**src/rtl/iir_coeff_loader.sv**
```systemverilog
// Coefficient writer for one biquad notch stage: gathers config writes in shadow
// registers and applies them atomically to the IIR's parallel load interface on commit.
module iir_coeff_loader #(
  parameter int COEFF_WIDTH     = 20,
  parameter int NUM_COEFF_DEPTH = 3,
  parameter int DEN_COEFF_DEPTH = 2
) (
  input  logic                                             clk,
  input  logic                                             rst,
  input  logic                                             cfg_valid,
  input  logic [2:0]                                       cfg_addr,
  input  logic signed [COEFF_WIDTH-1:0]                    cfg_data,
  input  logic                                             cfg_commit,
  output logic                                             cfg_ready,
  output logic                                             cfg_err,
  input  logic                                             hold,
  output logic [NUM_COEFF_DEPTH-1:0][COEFF_WIDTH-1:0]      num_coeff_in,
  output logic [DEN_COEFF_DEPTH-1:0][COEFF_WIDTH-1:0]      den_coeff_in,
  output logic                                             num_coeff_wr_en,
  output logic                                             den_coeff_wr_en,
  output logic                                             commit_done
);

  typedef enum logic [1:0] {
    S_IDLE   = 2'd0,
    S_WR_NUM = 2'd1,
    S_WR_DEN = 2'd2,
    S_DONE   = 2'd3
  } state_t;

  state_t r_state;
  state_t w_state_nxt;

  logic signed [COEFF_WIDTH-1:0] r_sh_b     [NUM_COEFF_DEPTH];
  logic signed [COEFF_WIDTH-1:0] r_sh_a     [DEN_COEFF_DEPTH];
  logic signed [COEFF_WIDTH-1:0] w_sh_b_nxt [NUM_COEFF_DEPTH];
  logic signed [COEFF_WIDTH-1:0] w_sh_a_nxt [DEN_COEFF_DEPTH];

  logic r_num_dirty, r_den_dirty;
  logic w_num_dirty_nxt, w_den_dirty_nxt;
  logic r_pend_num, r_pend_den;
  logic w_wr_acc, w_commit_acc, w_addr_bad;

  assign w_wr_acc     = cfg_valid  & cfg_ready;
  assign w_commit_acc = cfg_commit & cfg_ready;

  // Shadow update with the incoming write folded in, so a write accepted in the
  // same cycle as a commit lands in the staged arrays and pend flags.
  always_comb begin
    w_sh_b_nxt      = r_sh_b;
    w_sh_a_nxt      = r_sh_a;
    w_num_dirty_nxt = r_num_dirty;
    w_den_dirty_nxt = r_den_dirty;
    w_addr_bad      = 1'b1;
    for (int i = 0; i < NUM_COEFF_DEPTH; i++) begin
      if (cfg_addr == 3'(i)) begin
        w_addr_bad = 1'b0;
        if (w_wr_acc) begin
          w_sh_b_nxt[i]   = cfg_data;
          w_num_dirty_nxt = 1'b1;
        end
      end
    end
    for (int i = 0; i < DEN_COEFF_DEPTH; i++) begin
      if (cfg_addr == 3'(NUM_COEFF_DEPTH + i)) begin
        w_addr_bad = 1'b0;
        if (w_wr_acc) begin
          w_sh_a_nxt[i]   = cfg_data;
          w_den_dirty_nxt = 1'b1;
        end
      end
    end
  end

  // Strobes are sequenced one state apart: the IIR drops a denominator load that
  // coincides with a numerator load.
  always_comb begin
    w_state_nxt     = r_state;
    num_coeff_wr_en = 1'b0;
    den_coeff_wr_en = 1'b0;
    case (r_state)
      S_IDLE: begin
        if (w_commit_acc) w_state_nxt = S_WR_NUM;
      end
      S_WR_NUM: begin
        num_coeff_wr_en = r_pend_num & ~hold;
        if (!hold) w_state_nxt = S_WR_DEN;
      end
      S_WR_DEN: begin
        den_coeff_wr_en = r_pend_den & ~hold;
        if (!hold) w_state_nxt = S_DONE;
      end
      S_DONE: begin
        w_state_nxt = S_IDLE;
      end
      default: begin
        w_state_nxt = S_IDLE;
      end
    endcase
  end

  // Stage p0: state, shadows, staged arrays and registered status outputs
  always_ff @(posedge clk) begin
    if (rst) begin
      r_state     <= S_IDLE;
      cfg_ready   <= 1'b1;
      cfg_err     <= 1'b0;
      commit_done <= 1'b0;
      r_num_dirty <= 1'b0;
      r_den_dirty <= 1'b0;
      r_pend_num  <= 1'b0;
      r_pend_den  <= 1'b0;
      for (int i = 0; i < NUM_COEFF_DEPTH; i++) begin
        r_sh_b[i]       <= '0;
        num_coeff_in[i] <= '0;
      end
      for (int i = 0; i < DEN_COEFF_DEPTH; i++) begin
        r_sh_a[i]       <= '0;
        den_coeff_in[i] <= '0;
      end
    end else begin
      r_state     <= w_state_nxt;
      cfg_ready   <= (w_state_nxt == S_IDLE);
      cfg_err     <= w_wr_acc & w_addr_bad;
      commit_done <= (w_state_nxt == S_DONE);
      r_sh_b      <= w_sh_b_nxt;
      r_sh_a      <= w_sh_a_nxt;
      if (w_commit_acc) begin
        r_num_dirty <= 1'b0;
        r_den_dirty <= 1'b0;
        r_pend_num  <= w_num_dirty_nxt;
        r_pend_den  <= w_den_dirty_nxt;
        for (int i = 0; i < NUM_COEFF_DEPTH; i++) num_coeff_in[i] <= w_sh_b_nxt[i];
        for (int i = 0; i < DEN_COEFF_DEPTH; i++) den_coeff_in[i] <= w_sh_a_nxt[i];
      end else begin
        r_num_dirty <= w_num_dirty_nxt;
        r_den_dirty <= w_den_dirty_nxt;
      end
    end
  end

endmodule

```
**config.mk**
```make
export PLATFORM = sky130hd
export DESIGN_NAME = iir_coeff_loader
export DESIGN_NICKNAME = d
export VERILOG_FILES = /design/src/rtl/iir_coeff_loader.sv
export SDC_FILE = /design/constraint.sdc
export NUM_CORES = 1
export LEC_CHECK = 0
export CORE_ASPECT_RATIO = 1.1
export CORE_MARGIN = 2
export CORE_UTILIZATION = 50
export CTS_BUF_LIST = sky130_fd_sc_hd__clkbuf_8
export CTS_CLUSTER_DIAMETER = 80
export CTS_CLUSTER_SIZE = 14
export DETAILED_ROUTE_END_ITERATION = 8
export PLACE_DENSITY = 0.76
export SYNTH_ARGS = -nofsm -noshare
export SYNTH_HDL_FRONTEND = slang
export SYNTH_SLANG_ARGS = --single-unit
```
**constraint.sdc**
```tcl
create_clock -name clk -period 2.1 [get_ports clk]
set_clock_uncertainty 0.15 [all_clocks]
set_input_delay 0.42 -clock clk [delete_from_list [all_inputs] [get_ports clk]]
set_output_delay 0.42 -clock clk [all_outputs]
set_load 0.1 [all_outputs]
```
* Word-level counts from Yosys, hierarchy flattened *
Index checks and enable logic that the tools add are counted.

word-level totals
  output and inout port bits = 105
  word-level logic and storage cells = 67
  bits in registers = 209

operators by class
  eq/ne operators = 8
  bitwise logic cells = 6
  reductions and logical operators = 4
  muxes and demuxes = 31

operators by type and width
  kind                                                                    count
  20-bit 2-to-1 mux                                                       10
  1-bit 2-to-1 mux                                                        17
  2-bit case mux with 4 select lines                                      1
  2-bit equality test (second input constant)                             3
  3-bit by 2-bit equality test with 1-bit output (second input constant)  2
  2-bit 2-to-1 mux                                                        3
  1-bit AND                                                               5
  2-bit zero test                                                         2
  3-bit by 1-bit equality test with 1-bit output (second input constant)  1
  3-bit equality test (second input constant)                             1
  3-bit zero test                                                         1
  2-bit by 1-bit equality test with 1-bit output (second input constant)  1
  2-bit OR reduction                                                      1
  1-bit NOT                                                               1

* Depth between registers and ports, before layout *
Gate-level depths: netlist of run 1.

  word-level depth = 7
  mapped depth = 6
  gate-level depth less buffers = 3

* Worst setup path after synthesis of run 1 *
No wires, ideal clock.

  path type = input-to-output
  start point = in hold
  end point = out den_coeff_wr_en
  arrival = 3.333 ns
  stages = 1
  slack = -1.803 ns
  data required time = 1.530 ns
  path buffers = 0
  cells stage by stage = nor4bb_1

between the ends
  word-level cells in the longest chain between the ends = 3

RTL lines
  element             line  RTL
  start: declaration  16    input logic hold,
  1-bit NOT           90    den_coeff_wr_en = r_pend_den & ~hold;
  1-bit AND           90
  1-bit 2-to-1 mux    81    case (r_state)
  end: declaration    20    output logic den_coeff_wr_en,

No other way between the ends.

* Worst setup path in the final report of run 1 *
  start point = reg r_state[1]
  end point = out den_coeff_wr_en

between the ends
  word-level cells in the longest chain between the ends = 2

RTL lines
  element                   line  RTL
  start: declaration        31    state_t r_state;
  start signal: assignment  122   r_state <= w_state_nxt;
  2-bit equality test       81
  1-bit 2-to-1 mux          81

No other way between the ends.

==> flow_summary.yaml, run 1 <==
outcome:
  status: "complete, no violations"
setup_path:
  ordered_cell_list_for_the_critical_path: "nor4bb_4 > buf_12"
  launching_element_type_of_the_critical_path: "flip-flop"
  worstSetupPathType: "flip-flop to primary output"
  critPathSlowestCell: "sky130_fd_sc_hd__dfxtp_4"
  critical_path_required_ns: 1.53
  crit_path_max_incr_delay_ns: 0.38
  critPathMaxFanout: 7
  crit_arrival_ns: 1.44
  critPathCaptureType: "primary output"
logic_synthesis:
  post_syn_instances: 856
  seq_total_area_yosys_pct: 53.37
  mappedNetlistArea_mm2: 0.007840
  yosys_reg_bits: 209
  syn-num-nets: 884
  yosysTopAreaCellShare_pct: 53.37
  largest_cells_by_area_after_synthesis: "sky130_fd_sc_hd__dfxtp_1 (53%), sky130_fd_sc_hd__a311oi_1 (11%), sky130_fd_sc_hd__a21oi_1 (6.4%)"
  yosys_warnings: 0
  ys_types: 30
  syn_avg_cell_area_um2: 9.159
  netlist.top_cell.by_area: "sky130_fd_sc_hd__dfxtp_1"
sta:
  relSlewSlack_pct: 69.34
  finalHoldWorstSlack_ns: 0.1737
  max_slew.worst_pin.slew_ns: 0.4590
  post_route_setup_tns_ns: 0
  layout_worst_path_cycle_share_pct: 95.84
  setup-violations-final: 0
  layout_min_cycle_time_ns: 2.013
  fmaxAchievable_ghz: 0.4968
  finalWorstSetupSlack_ns: 0.08726
  rsz0062_at_grt: "false"
  drv_slew: 0
  final-hold-violation-count: 0
clock_tree:
  tritoncts.num_buffers: 18
  clock_sinks: 209
  worstSkewPairLatency_ns: 0.51
  clock_tree.buffer_depth: 3
  ctsRootBufferMaster: "sky130_fd_sc_hd__clkbuf_8"
  postCtsSetupRepairBufs: 0
  path_clk_slew_ns: 0.09
  ctsHtreeMaxLevel: 1
  tritoncts: "yes"
detailed_routing:
  antenna_violating_nets_post_route: 0
  dr.first_iter.drc_count: 550
  detail_route.vias_per_cell: 6.005
  dr_total_vias: 7122
  wirelength_mm: 22.35
  1st_pass_router_iterations: 5
  drt-wirelength-per-cell_um: 18.85
  post-route-drc-count: 0
floorplan:
  floorplan.die.width_um: 123.4
  core_area_mm2: 0.01549
  io-pin-count: 133
  rows: 48
  initial_util_pct: 50.60
  fp.dieArea_mm2: 0.01670
  floorplan.die.height_um: 135.3
placed_design:
  placed_cells: 1166
  dpl_cell_area_mm2: 0.009943
  port_buffers: 132
  gp_congestion: 0.8704
  worst_setup_slack_after_placement_ns: -0.04007
  hpwl_mm: 15.23
finish:
  diodes: 0
  drive_gt1_share_pct: 21.10
  final_nets: 1014
  post-route-cell-area_mm2: 0.01022
  area_growth_syn_to_layout_pct: 30.31
  finish.cell_count_without_fillers: 1186
  fillCellCount: 1211
power_and_ir_drop:
  power_leakage_uw: 0.003687
  vdd.ir_drop.worst_mv: 0.5667
  power-per-cell-area_mw_per_mm2: 887.6
global_routing:
  gr-usage-all-layers_pct: 26.96
  grt_antenna_before_repair: 0
  gr-total-overflow: 0
  grt_max_degree: 59
  grt_pass1_wl_mm: 35.52
  first_global_vias: 6702
flow_run:
  max_cap_violations: 0
hold_path:
  timing.hold.worst.class: "input pin to flip-flop"
[cells in the final DEF, fill, tap and decap left out, drive strengths merged, types with 2 or more instances in the layout]
master / instances
clkbuf: 19
inv: 2
nand2b: 2
nand2: 43
clkdlybuf4s50: 23
a211oi: 3
nor3b: 21
nor3: 2
nor2: 105
dfxtp: 209
nand4b: 40
o21ai: 100
buf: 182
a21oi: 101
a311oi: 100
nand4: 20
and3: 2
[stage by stage]
step           util (%)  total power, µW
2_1_floorplan         -             6226
3_3_place_gp      64.17             7066
3_5_place_dp      64.17             7085
4_1_cts           65.89             9100
5_1_grt           65.93             9376
6_report          65.93             9067
[layer usage]
metal | GRT usage [%] | part of all wire (%) | wire, µm
met5 | 0 | 0 | 0
met1 | 36.85 | 42 | 9452
met4 | 12.31 | 4.7 | 1048
met3 | 3.746 | 6.7 | 1498
met2 | 42.22 | 46 | 10350
[cells by family after synthesis]
family,synth area share [%]
AOI/OAI and AO/OA,24.55
and+or+nand+nor,16.36
DFF,53.37
buffers and inverters,5.602
muxes,0.1277
[synth_stat cells (all sizes together)]
| master | count |
|---|---|
| dfxtp | 209 |
| nor2 | 105 |
| a21oi | 101 |
| a311oi | 100 |
| o21ai | 100 |
| clkbuf | 61 |
| nand2 | 43 |
| nand4b | 40 |
| buf | 35 |
| nor3b | 21 |
| nand4 | 20 |
| a211oi | 3 |
| and3 | 2 |
| nand2b | 2 |
| nor3 | 2 |
| a2111oi | 1 |
| and2 | 1 |
| and3b | 1 |
| inv | 1 |
| mux2i | 1 |
| nand3 | 1 |
| nand3b | 1 |
| nor2b | 1 |
| nor4b | 1 |
| nor4bb | 1 |
| o221a | 1 |
| or2 | 1 |
[flip-flops by register name (all words and copies together) (netlist names)]
name	count
cfg_err	1
cfg_ready	1
commit_done	1
den_coeff_in	40
num_coeff_in	60
r_den_dirty	1
r_num_dirty	1
r_pend_den	1
r_pend_num	1
r_sh_a	40
r_sh_b	60
r_state	2
[path summary, 6_finish.rpt]
check                           depth (start not counted)  startpoint               end  slack (ns)
worst max-delay path                                    2  r_state[1]   den_coeff_wr_en        0.09
worst min-delay path                                    3        hold       commit_done        0.17
worst max register to register                          4   cfg_ready  num_coeff_in[13]        0.38
worst min register to register                          2  r_sh_a[37]        r_sh_a[37]        0.35
[worst max-delay path: cells and delay by family (launching register included)]
kind / cells / cell delay, ns
and+or+nand+nor: 1 / 0.34
buffers and inverters: 1 / 0.22
DFF: 1 / 0.38
[report_power, final]
part / switching (µW) / leakage, µW / total (µW) / internal (µW)
sequential: 172 / 0.00171 / 4350 / 4180
combinational: 1900 / 0.00184 / 2650 / 747
clock: 1250 / 0.000142 / 2070 / 813
[repair_timing]
action                                 4_1_cts  5_1_grt
hold buffers                                 0        0
setup endpoints to repair                    1        2
resized for setup                            1        3
pin swaps                                    0        1
endpoints found under the hold margin        0        0
[cell type report]
| cell class | count | area, µm² | share of cell area (%) |
|---|---|---|---|
| clock buffers | 19 | 261.5 | 2.560 |
| inverters | 1 | 3.754 | 0.03674 |
| repair buffers | 206 | 2271 | 22.23 |
| clock inverters | 1 | 3.754 | 0.03674 |
| flip-flops and latches | 209 | 4190 | 41.02 |
| multi-input cells | 550 | 3236 | 31.67 |
| well taps | 200 | 250.2 | 2.449 |
Power figures use the tool's default switching activity.
==> run 2: changes to the inputs <==
Settings changed: CTS_CLUSTER_DIAMETER 80 to 150, PLACE_DENSITY 0.76 to 0.77.
==> flow_summary.yaml, run 2 (same netlist as run 1, synthesis figures left out) <==
detailed_routing:
  1st_pass_router_iterations: 7
  antenna_violating_nets_post_route: 0
  total_length_of_routed_met3_wires_mm: 1.730
  wirelength_mm: 22.90
  dr_wl_met2_mm: 10.92
  dr_total_vias: 7228
  wl_met1_mm: 9.431
  detail_route.vias_per_cell: 6.120
  post-route-drc-count: 0
  drt-wirelength-per-cell_um: 19.39
  route.top_layer_used: "met4"
  dr.first_iter.drc_count: 693
clock_tree:
  tritoncts.num_buffers: 18
  worstSkewPairLatency_ns: 0.52
  ctsRootBufferMaster: "sky130_fd_sc_hd__clkbuf_8"
  postCtsSetupRepairBufs: 0
  tritoncts: "yes"
  clock_tree.buffer_depth: 3
  path_clk_slew_ns: 0.09
  clock_sinks: 209
  ctsHtreeMaxLevel: 1
  cts_hold_repair.buffers: 0
floorplan:
  io-pin-count: 133
  floorplan.die.width_um: 123.4
  rows: 48
  initial_util_pct: 50.60
  core_area_mm2: 0.01549
  fp.dieArea_mm2: 0.01670
  floorplan.die.height_um: 135.3
setup_path:
  launching_element_type_of_the_critical_path: "flip-flop"
  crit_arrival_ns: 1.46
  crit_path_max_incr_delay_ns: 0.39
  critPathSlowestCell: "sky130_fd_sc_hd__dfxtp_4"
  critical_path_required_ns: 1.53
  buf_inv_on_cp: 1
  worstSetupPathType: "flip-flop to primary output"
  critPathCaptureType: "primary output"
  crit_family: "flip-flops"
  critPathMaxFanout: 7
  ordered_cell_list_for_the_critical_path: "nor4bb_4 > buf_12"
placed_design:
  dpl_cell_area_mm2: 0.01026
  worst_setup_slack_after_placement_ns: -0.09649
  hpwl_mm: 16.01
  placed_cells: 1160
  gp_congestion: 0.8589
  port_buffers: 132
finish:
  area_growth_syn_to_layout_pct: 34.38
  finish.cell_count_without_fillers: 1181
  final_common_cell: "sky130_fd_sc_hd__dfxtp_1"
  most-common-layout-cells: "sky130_fd_sc_hd__dfxtp_1 (207), sky130_fd_sc_hd__nor2_1 (105), sky130_fd_sc_hd__a21oi_1 (101)"
  drive_gt1_share_pct: 20.51
  fillCellCount: 1200
  reg.largest.list: "num_coeff_in: 60 flops, r_sh_b: 60 flops"
  final_nets: 1008
  post-route-cell-area_mm2: 0.01054
sta:
  drv_slew: 0
  setup-violations-final: 0
  fmaxAchievable_ghz: 0.4921
  finalWorstSetupSlack_ns: 0.06808
  rsz0062_at_grt: "false"
  relSlewSlack_pct: 51.66
  final-hold-violation-count: 0
  max_slew.worst_pin.slew_ns: 0.7251
  layout_min_cycle_time_ns: 2.032
  layout_worst_path_cycle_share_pct: 96.76
  finalHoldWorstSlack_ns: 0.1596
power_and_ir_drop:
  power-per-cell-area_mw_per_mm2: 873.8
  post-layout-total-power_uw: 9206
  power_leakage_uw: 0.003753
  vdd.ir_drop.worst_mv: 0.5093
global_routing:
  gr-usage-all-layers_pct: 26.74
  grt_antenna_before_repair: 1
  first_global_vias: 6652
  grt_max_degree: 73
  grt_pass1_wl_mm: 35.05
  gr-total-overflow: 0
hold_path:
  timing.hold.worst.class: "input pin to flip-flop"
flow_run:
  max_cap_violations: 0
outcome:
  status: "complete, no violations"
run 2: changes by cell type in the layout (fill, tap and decap cells not counted), sizes merged:
cell,delta
diode,+1
buf,-6
run 2: area by class of cell:
type                            count  area (µm²)  area share, %
Inverter                            1       3.754        0.03563
Clock buffer                       19       261.5          2.482
Sequential cell                   209        4189          39.76
Tap cell                          200       250.2          2.375
Antenna cell                        1       2.502        0.02375
Clock inverter                      1       3.754        0.03563
Multi-Input combinational cell    550        3236          30.71
Timing Repair Buffer              200        2589          24.57
run 2: repair_timing:
action                                  4_1_cts  5_1_grt
endpoints found under the setup margin        1        2
gates resized for setup                       1        2
endpoints found under the hold margin         0        0
pin swaps                                     0        1
run 2: stage by stage:
stage                     setup TNS, ns  utilization, %
after floorplan              -0.0006540               -
after global placement          -0.5953           66.22
after detailed placement         -2.191           66.22
after CTS                             0           67.94
after global routing                  0           67.97
final                                 0           67.99
run 2: worst paths after layout:
| check | from | end | slack [ns] | cells past startpoint |
|---|---|---|---|---|
| worst min-delay path | cfg_addr[1] | r_sh_a[22] | 0.16 | 3 |
| worst max register to register | cfg_ready | num_coeff_in[37] | 0.28 | 5 |
| worst min register to register | num_coeff_in[52] | num_coeff_in[52] | 0.35 | 2 |
| worst max-delay path | r_state[1] | den_coeff_wr_en | 0.07 | 2 |
run 2: layer usage:
layer  up-vias  GRT usage [%]
met3        53          3.662
met1      3458          36.06
li1       3409              -
met2       308          42.74
met4         0          11.55
met5         -              0
run 2: where the power goes:
part | internal [µW] | total [µW] | switching, µW
clock network | 814 | 2050 | 1240
registers | 4180 | 4380 | 201
logic | 864 | 2770 | 1910
run 2: worst min-delay path, delay by kind of cell:
| family | cells | cell delay, ns |
|---|---|---|
| AOI/OAI and AO/OA | 1 | 0.07 |
| buffers and inverters | 1 | 0.16 |
| and+or+nand+nor | 1 | 0.13 |
